==> src/rtl/axis_pkg.sv <==
`default_nettype none
// ============================================================================
//  Module      : axis_pkg
//  Description : Definitions shared by the stream blocks (mux, FIFO and the
//                stages that follow them): default data width and depth,
//                and a pointer-width helper built on $clog2.
//  Revision    : 1.0 - initial release
// ============================================================================
package axis_pkg;

  localparam int AXIS_WIDTH_DEFAULT = 4;
  localparam int AXIS_DEPTH_DEFAULT = 8;

  // Index width for a DEPTH-entry array. Floors at 1 so that the declared
  // range [w-1:0] stays legal even if a caller passes depth 1.
  function automatic int axis_ptr_width(input int depth);
    return (depth > 1) ? $clog2(depth) : 1;
  endfunction

endpackage : axis_pkg
`default_nettype wire

==> src/rtl/axis_fifo_if.sv <==
`default_nettype none
// ============================================================================
//  Module      : axis_fifo_if
//  Description : Single valid/ready stream bundle.
//                Signals: data [WIDTH-1:0], valid, ready.
//                master drives data/valid and samples ready;
//                slave samples data/valid and drives ready.
//  Revision    : 1.0 - initial release
// ============================================================================
interface axis_fifo_if #(
  parameter int WIDTH = axis_pkg::AXIS_WIDTH_DEFAULT
) ();

  logic [WIDTH-1:0] data;
  logic             valid;
  logic             ready;

  modport master (output data, output valid, input  ready);
  modport slave  (input  data, input  valid, output ready);

endinterface : axis_fifo_if
`default_nettype wire

==> src/rtl/axis_fifo_mem.sv <==
`default_nettype none
// ============================================================================
//  Module      : axis_fifo_mem
//  Description : DEPTH x WIDTH register array for the FIFO. It writes on the
//                clock edge, reads asynchronously, and its synchronous reset
//                clears every entry to zero.
//  Ports       : clk, rst        - clock, synchronous active-high reset
//                we, waddr, wdata - write enable / address / data
//                raddr, rdata     - asynchronous read address / data
//  Revision    : 1.0 - initial release
// ============================================================================
module axis_fifo_mem
  import axis_pkg::*;
#(
  parameter int WIDTH = AXIS_WIDTH_DEFAULT,
  parameter int DEPTH = AXIS_DEPTH_DEFAULT,
  localparam int AW   = axis_ptr_width(DEPTH)
) (
  input  logic             clk,
  input  logic             rst,
  input  logic             we,
  input  logic [AW-1:0]    waddr,
  input  logic [WIDTH-1:0] wdata,
  input  logic [AW-1:0]    raddr,
  output logic [WIDTH-1:0] rdata
);

  logic [WIDTH-1:0] mem_q [DEPTH];
  logic [WIDTH-1:0] mem_d [DEPTH];

  always_comb begin
    mem_d = mem_q;
    if (we) begin
      mem_d[waddr] = wdata;
    end
  end

  always_ff @(posedge clk) begin
    if (rst) begin
      for (int i = 0; i < DEPTH; i++) begin
        mem_q[i] <= '0;
      end
    end else begin
      mem_q <= mem_d;
    end
  end

  assign rdata = mem_q[raddr];

endmodule : axis_fifo_mem
`default_nettype wire

==> src/rtl/axis_fifo.sv <==
`default_nettype none
// ============================================================================
//  Module      : axis_fifo
//  Description : Synchronous first-word-fall-through stream FIFO. It absorbs
//                up to DEPTH words of consumer backpressure before it drops
//                ready toward the upstream mux.
//  Ports       : clk    - single clock, rising edge
//                rst    - synchronous active-high reset
//                in_if  - write side (slave): data/valid in, ready out
//                out_if - read side (master): data/valid out, ready in
//                count  - occupancy 0..DEPTH; this port exists only when
//                         AXIS_FIFO_COUNT_EN is defined
//  Config      : `define AXIS_FIFO_COUNT_EN adds the count port
//  Revision    : 1.0 - initial release
// ============================================================================
module axis_fifo
  import axis_pkg::*;
#(
  parameter int WIDTH = AXIS_WIDTH_DEFAULT,
  parameter int DEPTH = AXIS_DEPTH_DEFAULT
) (
  input  logic        clk,
  input  logic        rst,
  axis_fifo_if.slave  in_if,
  axis_fifo_if.master out_if
`ifdef AXIS_FIFO_COUNT_EN
  ,
  output logic [axis_ptr_width(DEPTH):0] count
`endif
);

  localparam int               PTR_W    = axis_ptr_width(DEPTH);
  localparam logic [PTR_W:0]   OCC_FULL = (PTR_W + 1)'(DEPTH);
  localparam logic [PTR_W-1:0] PTR_ONE  = PTR_W'(1);
  localparam logic [PTR_W:0]   OCC_ONE  = (PTR_W + 1)'(1);

  logic [PTR_W-1:0] wr_ptr_q, wr_ptr_d;
  logic [PTR_W-1:0] rd_ptr_q, rd_ptr_d;
  logic [PTR_W:0]   occ_q,    occ_d;

  logic push;
  logic pop;

  // Ready is forced low while rst is high so that nothing is accepted in a
  // reset cycle. Full blocks pushes even when a pop occurs in the same cycle.
  assign in_if.ready  = ~rst & (occ_q != OCC_FULL);
  assign out_if.valid = (occ_q != '0);

  assign push = in_if.valid & in_if.ready;
  assign pop  = out_if.valid & out_if.ready;

  always_comb begin
    wr_ptr_d = wr_ptr_q;
    rd_ptr_d = rd_ptr_q;
    occ_d    = occ_q;

    // DEPTH is a power of two, so the pointers wrap naturally.
    if (push) begin
      wr_ptr_d = wr_ptr_q + PTR_ONE;
    end
    if (pop) begin
      rd_ptr_d = rd_ptr_q + PTR_ONE;
    end

    case ({push, pop})
      2'b10:   occ_d = occ_q + OCC_ONE;
      2'b01:   occ_d = occ_q - OCC_ONE;
      default: occ_d = occ_q;
    endcase
  end

  always_ff @(posedge clk) begin
    if (rst) begin
      wr_ptr_q <= '0;
      rd_ptr_q <= '0;
      occ_q    <= '0;
    end else begin
      wr_ptr_q <= wr_ptr_d;
      rd_ptr_q <= rd_ptr_d;
      occ_q    <= occ_d;
    end
  end

  axis_fifo_mem #(
    .WIDTH (WIDTH),
    .DEPTH (DEPTH)
  ) u_mem (
    .clk   (clk),
    .rst   (rst),
    .we    (push),
    .waddr (wr_ptr_q),
    .wdata (in_if.data),
    .raddr (rd_ptr_q),
    .rdata (out_if.data)
  );

`ifdef AXIS_FIFO_COUNT_EN
  assign count = occ_q;
`endif

endmodule : axis_fifo
`default_nettype wire

==> src/flat_wrapper.sv <==
// flat-port wrapper written by rule: the top's interface ports become plain ports
module axis_fifo_flat import axis_pkg::*;
#(
  parameter int WIDTH = AXIS_WIDTH_DEFAULT,
  parameter int DEPTH = AXIS_DEPTH_DEFAULT
)
  (clk, rst, in_if_data, in_if_valid, in_if_ready, out_if_data, out_if_valid, out_if_ready);
  axis_fifo_if #(.WIDTH(WIDTH)) in_if_i ();
  axis_fifo_if #(.WIDTH(WIDTH)) out_if_i ();
  input  logic clk;
  input  logic rst;
  input wire logic [$bits(in_if_i.data)-1:0] in_if_data;
  input wire logic [$bits(in_if_i.valid)-1:0] in_if_valid;
  output wire logic [$bits(in_if_i.ready)-1:0] in_if_ready;
  output wire logic [$bits(out_if_i.data)-1:0] out_if_data;
  output wire logic [$bits(out_if_i.valid)-1:0] out_if_valid;
  input wire logic [$bits(out_if_i.ready)-1:0] out_if_ready;
  assign in_if_i.data = in_if_data;
  assign in_if_i.valid = in_if_valid;
  assign in_if_ready = in_if_i.ready;
  assign out_if_data = out_if_i.data;
  assign out_if_valid = out_if_i.valid;
  assign out_if_i.ready = out_if_ready;
  axis_fifo #(.WIDTH(WIDTH), .DEPTH(DEPTH)) u_core (.clk(clk), .rst(rst), .in_if(in_if_i), .out_if(out_if_i));
endmodule
==> config.mk <==
export PLATFORM = sky130hd
export DESIGN_NAME = axis_fifo_flat
export DESIGN_NICKNAME = d
export VERILOG_FILES = /design/src/rtl/axis_pkg.sv /design/src/rtl/axis_fifo_if.sv /design/src/rtl/axis_fifo_mem.sv /design/src/rtl/axis_fifo.sv /design/src/flat_wrapper.sv
export SDC_FILE = /design/constraint.sdc
export NUM_CORES = 1
export LEC_CHECK = 0
export CORE_MARGIN = 5
export CORE_UTILIZATION = 52
export DETAILED_ROUTE_END_ITERATION = 10
export GPL_TIMING_DRIVEN = 1
export PLACE_DENSITY_LB_ADDON = 0.15
export SYNTH_ARGS = -nofsm -noshare
export SYNTH_HDL_FRONTEND = slang
export SYNTH_SLANG_ARGS = --single-unit
==> constraint.sdc <==
create_clock -name clk -period 2.4 [get_ports clk]
set_input_delay 0.48 -clock clk [delete_from_list [all_inputs] [get_ports clk]]
set_output_delay 0.48 -clock clk [all_outputs]
set_load 0.03 [all_outputs]
Word level (Yosys, flattened, before mapping). Index checks and enable logic that the tools add are counted.

Register bits: 42. Input port bits: 8. Output and inout port bits: 6. Logic and storage cells: 37.

Add/sub/neg operators: 4. Order comparisons: 3. Equal/unequal tests: 3. Mux-type cells: 7. Bitwise operators: 6. Reduce and logical (&&, ||, !) cells: 3.

Operator list (number): 32-bit bitwise mux (1); 4-bit binary-select mux with 3-bit select (1); 4-bit demux with 3-bit select (1); 4-bit 2-to-1 mux (3); 4-bit greater-or-equal comparator (second input constant) (2); 3-bit NOT with 4-bit output (2); 4-bit case mux with 2 select lines (1); 3-bit by 1-bit adder with 3-bit output (second input constant) (2); 4-bit by 1-bit adder with 4-bit output (second input constant) (1); 4-bit by 1-bit < comparator with 1-bit output (second input constant) (1); 4-bit != test (second input constant) (1); 4-bit nonzero test (1); 4-bit by 1-bit subtractor with 4-bit output (second input constant) (1); 1-bit bitwise AND (3); 2-bit by 1-bit == test with 1-bit output (second input constant) (1); 2-bit == test (second input constant) (1); 2-bit nonzero test (1); 1-bit logical AND (1); 1-bit NOT (1).

Logic depth before layout (Yosys ltp). Gate-level depths: netlist (run 1).

Depth after elaboration: 6. Gate-level depth with buffers: 11. Gate-level depth less buffers: 10.

Modules after synthesis. Synthesis (run 1) repeated with hierarchy kept, for this count alone.

Cells, all modules: 191. Area, all modules: 2050.7 um^2.

By module, submodules not included: axis_fifo_mem (instances 1, cells each 132, area each 1508.9 um^2); axis_fifo (instances 1, cells each 59, area each 541.8 um^2).

Worst setup path after synthesis (run 1). No wires, ideal clock.

Kind: register to register. Start point: register u_core.occ_q[0]. End point: register u_core.occ_q[3]. Library setup time: 0.070 ns. Arrival time: 2.667 ns. Setup slack: -0.337 ns. Stages on the path, launching flop included: 10. Buffers on the path: 0. Period minus slack after synthesis: 2.737 ns. Cell sequence: dfxtp_1 > or4_1 > nand2_1 > inv_1 > ha_1 > ha_1 > a21oi_1 > a21oi_1 > or4_1 > a21oi_1.

Elaborated cells between the ends (all ways): 11. Those cells by class: 2 x add/sub; 3 x eq/ne; 1 x mux; 3 x bitwise; 2 x reduce/logical.

RTL lines: start, declared (line axis_fifo.sv:39) `logic [PTR_W:0] occ_q, occ_d;`; start signal, assigned (line axis_fifo.sv:76) `occ_q <= '0;`; start signal, assigned (line axis_fifo.sv:80) `occ_q <= occ_d;`; 4-bit nonzero test * (line axis_fifo.sv:47) `assign out_if.valid = (occ_q != '0);`; named net out_if_valid (line flat_wrapper.sv:16) `output wire logic [$bits(out_if_i.valid)-1:0] out_if_valid;`; 1-bit bitwise AND * (line axis_fifo.sv:50) `assign pop = out_if.valid & out_if.ready;`; named net u_core.pop (line axis_fifo.sv:42) `logic pop;`; 2-bit by 1-bit == test with 1-bit output or 2-bit == test (tied branches) (line axis_fifo.sv:65) `case ({push, pop})`; 4-bit case mux with 2 select lines or 2-bit nonzero test (tied branches).

The timed path passes the listed nets; every way through them passes the cells marked *. A chain may end at the register's enable or synchronous reset.

Final worst setup path (run 1).
Start point: register u_core.occ_q[3]. End point: register u_core.occ_q[3].

Elaborated cells between the ends (all ways): 11. Those cells by class: 2 x add/sub; 3 x eq/ne; 1 x mux; 3 x bitwise; 2 x reduce/logical.

RTL lines (line): 4-bit nonzero test * (axis_fifo.sv:47); 1-bit bitwise AND * (axis_fifo.sv:50); named net u_core.pop (axis_fifo.sv:42); 2-bit by 1-bit == test with 1-bit output or 2-bit == test (tied branches) (axis_fifo.sv:65); 4-bit case mux with 2 select lines or 2-bit nonzero test (tied branches).

Marked as above.

==> results by group, run 1 <==
Floorplanning
  • Die Area: 5314 um2
  • Die X: 72.90 um
  • Initial Util: 0.5495
  • I/O Pins: 14
  • DIE HEIGHT: 72.90 um
  • Core Box Area: 3744 um2
  • # rows: 22

Outcome
  • Failing checks: setup timing
  • Status: finished with violations

Power
  • Switching Share: 0.3186
  • Combinational Power Share: 0.373
  • P_sw: 684.5 uW
  • P per Cell Area: 845.9 nW/um2
  • Peak VDD IR: 0.4626 mV
  • Pleak: 0.9927 nW
  • Cell Int Power: between 1 and 1.5 mW
  • Sequential power share: 0.370
  • Clock Power Share: 0.258

Detailed routing
  • Vias: 1453
  • DRC Markers: 0
  • Vias per Instance: 5.442
  • Initial drt markers: a little over 50
  • DRT Pass-1 Iters: 4
  • Routed len/inst: 15.88 um
  • Final WL: approximately 4.2 mm
  • Post-DRT Antenna Nets: 0

Synth
  • Synth area leaders: dfxtp_1, mux2i_1, mux4_2
  • Multiplexer share of the synthesized area: 0.2652
  • Main combinational cell family by area after synthesis: multiplexers
  • Asr flop ratio synth: 0
  • Post-Synthesis Mean Instance Area: 10.66 um2
  • Area leader, netlist: dfxtp_1
  • Xor and xnor area share after synthesis: 0.02555
  • Synth cell types: 31
  • Post-synth EDFFs: 0
  • Complex-gate fraction of the synthesized area: 0.02068
  • Yosys warns: 0
  • Syn Std Cell Area: 2057 um2
  • Simple-Gate Fraction of Synth Area: 0.1965
  • #FFs+latches synth: 42
  • Top-area cell type share of the netlist area: 0.4088
  • Dominant register cell in the synthesized netlist: dfxtp_1
  • Synth Instances: 193
  • Post-synthesis adder-cell area fraction: 0.04015
  • Post-synthesis sequential area ratio: 0.4088
  • Syn nets: 207

Timing
  • RSZ-0062 raised after global routing: true
  • Final period util: 1.002
  • Min setup slack post-route: -0.004483 ns
  • Crit path time final: 2.404 ns
  • Least-Margin Pin Slew: 0.5257 ns
  • Final setup viols: 1
  • Final Max Slew Viols: 0
  • Final hold vios: 0
  • Post-Route Skew: about 0.014 ns
  • Fmax: between 0.4 and 0.5 GHz
  • Slew headroom: 0.6477

Finish
  • Most frequent cells in the layout: nor2_1, dfxtp_1, mux2i_1, buf_4
  • Layout Nets: between 200 and 250
  • Non-filler instance count after layout: 267
  • Final Util: 0.6785
  • Ratio of cells with drive above 1 in the final layout: 0.3014
  • Register area: 843.3 um2
  • Multi-input logic area: 1201 um2
  • Layout fillers: approximately 300
  • Area delta synth->final: 23.48%
  • N_diodes: 0
  • Most common cell after layout, fill and taps aside: nor2_1

Critical path
  • CP cell instances: or4_4 > nand2_4 > inv_4 > ha_4 > ha_4 > a21oi_4 > a21oi_2 > or4_4 > a21oi_2
  • CP endpoint kind: flip-flop
  • Startpoint type of the worst setup path: flip-flop
  • FF-to-FF path depth: 9
  • Max Fanout on Critical Path: 3
  • Crit. Startpoint: u_core.occ_q[3]$_SDFFE_PP0P_
  • Worst R2R End: u_core.occ_q[3]$_SDFFE_PP0P_
  • Slowest CP cell: or4_4
  • Worst Setup EP: u_core.occ_q[3]$_SDFFE_PP0P_
  • R2R setup slack: -0.004 ns
  • CP Class: reg2reg
  • CP max stage delay: 0.56 ns
  • Critical path data arrival time: 2.62 ns
  • Worst reg2reg path startpoint: u_core.occ_q[3]$_SDFFE_PP0P_
  • Req. time, crit path: 2.62 ns

Flow run
  • Max-Cap Viols: 0

CTS
  • CTS Buffer Depth: 2
  • CTS Buf Count: 5
  • Hold-fix buffers at CTS: 0
  • Worst skew pair latency: ~0.30 ns
  • H-tree levels: 2
  • Reg clk slew, reported paths: 0.08 ns
  • CTS tree: done
  • Clk root buf: clkbuf_8
  • CTS Sinks: 42

Global routing
  • GRT overflow: 0
  • First-pass GRT wire length: 7.079 mm
  • Total GRT Usage: 0.1757
  • Vias in the first global route: about 1400
  • Largest net degree at the start of global routing: 38
  • Antenna violations before repair: 0

Placement
  • RePlAce Congestion: 0.7318
  • Placed Instances: 256
  • Placed wire-length estimate: 3.031 mm
  • Number of port buffers: 13

Worst hold path
  • Worst min path class: reg2reg
==> per-stage QoR <==
stage / setup TNS [ns] / instance area, um2 / power, mW / setup WS [ns] / hold WS (ns)
6_report: -0.004483 / 2540 / 2.149 / -0.004483 / 0.5024
3_5_place_dp: -0.2229 / 2355 / 1.490 / -0.2229 / 0.4854
5_1_grt: -0.09499 / 2540 / 2.262 / -0.09499 / 0.5185
4_1_cts: 0 / 2482 / 2.070 / 0.02026 / 0.5064
2_1_floorplan: 0 / 2087 / 1.249 / 0.009112 / 0.4546
3_3_place_gp: -0.1340 / 2355 / 1.459 / -0.1340 / 0.4668
==> logic make-up (layout without fill, tap and decap cells) <==
family	after synthesis	count (layout)
multiplexers	44	44
AND/OR/NAND/NOR	66	66
buffers and inverters	21	47
AO/OA/AOI/OAI	8	8
adder cells (fa/ha/maj)	6	6
XOR/XNOR	6	6
flip-flops	42	42
==> flip-flops by register name (all words and copies together), names as in the netlist <==
name and flops:
u_core.occ_q 4, u_core.rd_ptr_q 3, u_core.u_mem.mem_q 32, u_core.wr_ptr_q 3
==> cell usage after synthesis, types with 3 or more instances <==
| master | instances |
|---|---|
| nor2_1 | 42 |
| nand3_1 | 3 |
| inv_1 | 5 |
| nand2_1 | 4 |
| ha_1 | 5 |
| mux4_2 | 8 |
| mux2_2 | 4 |
| clkbuf_1 | 10 |
| dfxtp_1 | 42 |
| xor2_1 | 4 |
| buf_2 | 5 |
| mux2i_1 | 32 |
| a21oi_1 | 6 |
==> worst max-delay path: cells and delay by family, from the launching register on <==
family	cells	cell delay, ns
AOI/OAI and AO/OA	3	0.39
adders and majority gates	2	0.43
buffers and inverters	1	0.04
DFF	1	0.33
and+or+nand+nor	3	1.14
==> layout make-up <==
cell class	instances	share of cell area
Clock inverter	2	0.01478
Tap cell	48	0.02365
Inverter	5	0.008374
Clock buffer	6	0.02857
Timing Repair Buffer	34	0.1197
Multi-Input combinational cell	130	0.4729
Sequential cell	42	0.3320
==> worst min path at each step <==
stage / startpoint / to / slack (ns) / cells after the start
4_1_cts: u_core.u_mem.mem_q[5]$_SDFFE_PP0P_ / u_core.u_mem.mem_q[5]$_SDFFE_PP0P_ / 0.51 / 2
6_report: u_core.u_mem.mem_q[17]$_SDFFE_PP0P_ / u_core.u_mem.mem_q[17]$_SDFFE_PP0P_ / 0.50 / 2
3_3_place_gp: u_core.u_mem.mem_q[25]$_SDFFE_PP0P_ / u_core.u_mem.mem_q[25]$_SDFFE_PP0P_ / 0.47 / 2
3_5_place_dp: u_core.u_mem.mem_q[29]$_SDFFE_PP0P_ / u_core.u_mem.mem_q[29]$_SDFFE_PP0P_ / 0.49 / 2
5_1_grt: u_core.u_mem.mem_q[28]$_SDFFE_PP0P_ / u_core.u_mem.mem_q[28]$_SDFFE_PP0P_ / 0.52 / 2
2_1_floorplan: u_core.u_mem.mem_q[27]$_SDFFE_PP0P_ / u_core.u_mem.mem_q[27]$_SDFFE_PP0P_ / 0.45 / 2
==> power by group through the flow <==
stage	Sequential (mW)	Combinational (mW)	Clock, mW
finish	0.795	0.801	0.553
floorplan	0.803	0.445	0
global route	0.801	0.869	0.592
CTS	0.794	0.709	0.567
detailed placement	0.808	0.682	0
global placement	0.801	0.658	0
==> routing by layer <==
layer / up-vias / global-route usage / share of wire
met3: 4 / 0.04270 / 0.032
met1: 707 / 0.2324 / 0.46
met5: - / 0 / 0
met2: 24 / 0.2826 / 0.49
met4: 0 / 0.05533 / 0.0085
li1: 718 / - / -
==> what timing repair did <==
item                                    4_1_cts  5_1_grt
endpoints found under the setup margin        6        1
setup buffers                                 1        2
pin swaps                                     3        7
endpoints found under the hold margin         0        0
gates cloned                                  0        0
gates resized for setup                      16        9
Power figures use the tool's default switching activity.
==> inputs of run 2 (changes only) <==
CELL_PAD_IN_SITES_DETAIL_PLACEMENT = 0   (was default)
CELL_PAD_IN_SITES_GLOBAL_PLACEMENT = 2   (was default)
CORE_UTILIZATION = 34   (was 52)
==> run 2 against run 1 <==
Effect of this change:
- the run still ends with setup timing left
- largest cell class unchanged
- setup slack improved by 0.0030 ns
- clock power decreased by 16%
- largest power group unchanged
- critical path depth unchanged
- sequential share of layout area decreased by 0.16 points
- maximum frequency increased by 0.13%
- die area increased by 45%
- critical endpoint unchanged
- flip-flop and latch count unchanged
- total power decreased by 2.8%
- global-route usage decreased by 3.5 points
==> results by group, run 2 (synthesis results as in run 1) <==
CTS
  • CTS Buffer Depth: 2
  • Worst skew pair latency: 0.30 ns
  • Clk root buf: clkbuf_8
  • H-tree levels: 2
  • CTS tree: done
  • CTS Buf Count: 5
  • Reg clk slew, reported paths: 0.09 ns
  • Hold-fix buffers at CTS: 0
  • CTS Sinks: 42

Critical path
  • FF-to-FF path depth: 9
  • CP endpoint kind: flip-flop
  • CP max stage delay: 0.54 ns
  • Worst reg2reg path startpoint: u_core.occ_q[1]$_SDFFE_PP0P_
  • Startpoint type of the worst setup path: flip-flop
  • Worst path bufs/invs: 1
  • R2R setup slack: -0.001 ns
  • Critical path data arrival time: 2.63 ns
  • CP Class: reg2reg
  • Cell family with most CP delay: simple AND/OR/NAND/NOR gates
  • Max Fanout on Critical Path: 3
  • CP cell instances: or4_4 > nand2_4 > inv_4 > ha_4 > ha_4 > nand3_4 > and3_4 > or4_4 > a21oi_2
  • Slowest CP cell: or4_4
  • Worst R2R End: u_core.occ_q[3]$_SDFFE_PP0P_
  • Req. time, crit path: approximately 2.6 ns

Finish
  • Final Util: 0.4349
  • Ratio of cells with drive above 1 in the final layout: 0.3091
  • Largest Register: u_core.u_mem.mem_q
  • Layout Nets: 233
  • Area delta synth->final: 24.45%
  • Most frequent cells in the layout: nor2_1, dfxtp_1, mux2i_1, buf_4, mux4_2
  • Most common cell after layout, fill and taps aside: nor2_1
  • N_diodes: 0
  • Layout fillers: 577
  • Max reg flops: 32
  • Biggest regs: u_core.u_mem.mem_q x32, u_core.occ_q x4

Outcome
  • Status: finished with violations
  • Failing checks: setup timing

Timing
  • Post-Route Skew: 0.007585 ns
  • Fmax: between 0.4 and 0.5 GHz
  • RSZ-0062 raised after global routing: true
  • Crit path time final: about 2.4 ns
  • Final Max Slew Viols: 0
  • Final setup viols: 1
  • Slew headroom: 0.6402
  • Min setup slack post-route: -0.001449 ns
  • Final period util: 1.001
  • Least-Margin Pin Slew: 0.5368 ns
  • Final hold vios: 0

Floorplanning
  • Initial Util: 0.3495
  • Core Box Area: just under 6000 um2
  • Die X: 87.78 um
  • Die Area: 7705 um2
  • DIE HEIGHT: 87.78 um
  • # rows: 28
  • I/O Pins: 14

Power
  • Sequential power share: 0.384
  • Pleak: approximately 1.0 nW
  • Clock Power Share: 0.222
  • P per Cell Area: 816.0 nW/um2
  • Switching Share: 0.3505
  • Combinational Power Share: 0.394
  • Tot Pwr: 2.089 mW
  • Cell Int Power: roughly 1.4 mW
  • P_sw: 732.1 uW
  • Peak VDD IR: 0.3629 mV

Global routing
  • Largest net degree at the start of global routing: 19
  • Vias in the first global route: around 1600
  • M2 GR Usage: 0.2486
  • Antenna violations before repair: 0
  • First-pass GRT wire length: 8.045 mm
  • Met3 Use GR: 0.03857
  • Total GRT Usage: 0.1412
  • Most used routing layer: met2
  • Met1 Use GR: 0.1626
  • GRT overflow: 0

Worst hold path
  • WHS Endpoint: u_core.u_mem.mem_q[19]$_SDFFE_PP0P_
  • Hold_sp: u_core.u_mem.mem_q[19]$_SDFFE_PP0P_
  • Worst min path class: reg2reg
  • Hold Path Cell Cnt: 2

Placement
  • Worst slack, placed: -0.2248 ns
  • Number of port buffers: 13
  • Placed wire-length estimate: 3.533 mm
  • RePlAce Congestion: approximately 0.74

Detailed routing
  • DRT Pass-1 Iters: 4
  • Routed len/inst: ~16 um
  • Post-DRT Antenna Nets: 0
  • Final WL: 4.843 mm
  • Initial drt markers: between 70 and 80
  • DRC Markers: 0
  • Vias per Instance: 4.915
  • Vias: 1450

Flow run
  • Max-Cap Viols: 0
-- run 2: worst reg2reg max path, cell delays in order, from the launching register on --
cell and delay, ns:
dfxtp_4 0.36, or4_4 0.54, nand2_4 0.09, inv_4 0.04, ha_4 0.17, ha_4 0.30, nand3_4 0.08, and3_4 0.19
or4_4 0.42, a21oi_2 0.14
-- run 2: worst max-delay path by stage --
stage	cells past startpoint	end	startpoint
floorplan	9	u_core.occ_q[3]$_SDFFE_PP0P_	u_core.occ_q[1]$_SDFFE_PP0P_
CTS	4	out_if_data[0]	u_core.rd_ptr_q[0]$_SDFFE_PP0P_
finish	9	u_core.occ_q[3]$_SDFFE_PP0P_	u_core.occ_q[1]$_SDFFE_PP0P_
detailed placement	9	u_core.occ_q[3]$_SDFFE_PP0P_	in_if_valid
global placement	9	u_core.occ_q[3]$_SDFFE_PP0P_	in_if_valid
global route	9	u_core.occ_q[3]$_SDFFE_PP0P_	u_core.occ_q[1]$_SDFFE_PP0P_
-- run 2: timing repair --
action	4_1_cts	5_1_grt
pin swaps	1	3
gates resized for setup	18	19
setup endpoints to repair	7	5
buffers inserted	1	0
-- run 2: routing by layer --
metal  vias to the layer above  wire length, um
met4                         0              128
met2                        17             2488
met3                        11              141
met5                         -                0
met1                       708             2084
li1                        714                -
-- run 2: final cells by class --
type	count	area, um2	share of cell area
tap	75	93.84	0.03666
multi-input combinational	130	1226	0.4790
sequential	42	845.8	0.3304
clock inverter	3	18.77	0.007331
clock buffer	5	68.82	0.02688
timing repair buffer	35	285.3	0.1114
inverter	5	21.27	0.008309
-- run 2: power by group through the flow --
stage	Combinational, mW	Sequential, mW	Clock (mW)
detailed placement	0.726	0.808	0
global placement	0.701	0.806	0
CTS	0.738	0.798	0.481
finish	0.823	0.803	0.463
global route	0.897	0.811	0.509
floorplan	0.445	0.803	0
-- run 2: stage by stage --
step	instances	instance area (um2)	TNS, ns	hold slack, ns
5_1_grt	295	2560	-0.07712	0.5342
6_report	295	2560	-0.001449	0.5019
3_3_place_gp	286	2411	-0.1520	0.4673
2_1_floorplan	193	2087	0	0.4546
3_5_place_dp	286	2411	-0.2489	0.4844
4_1_cts	295	2525	-0.01238	0.5062
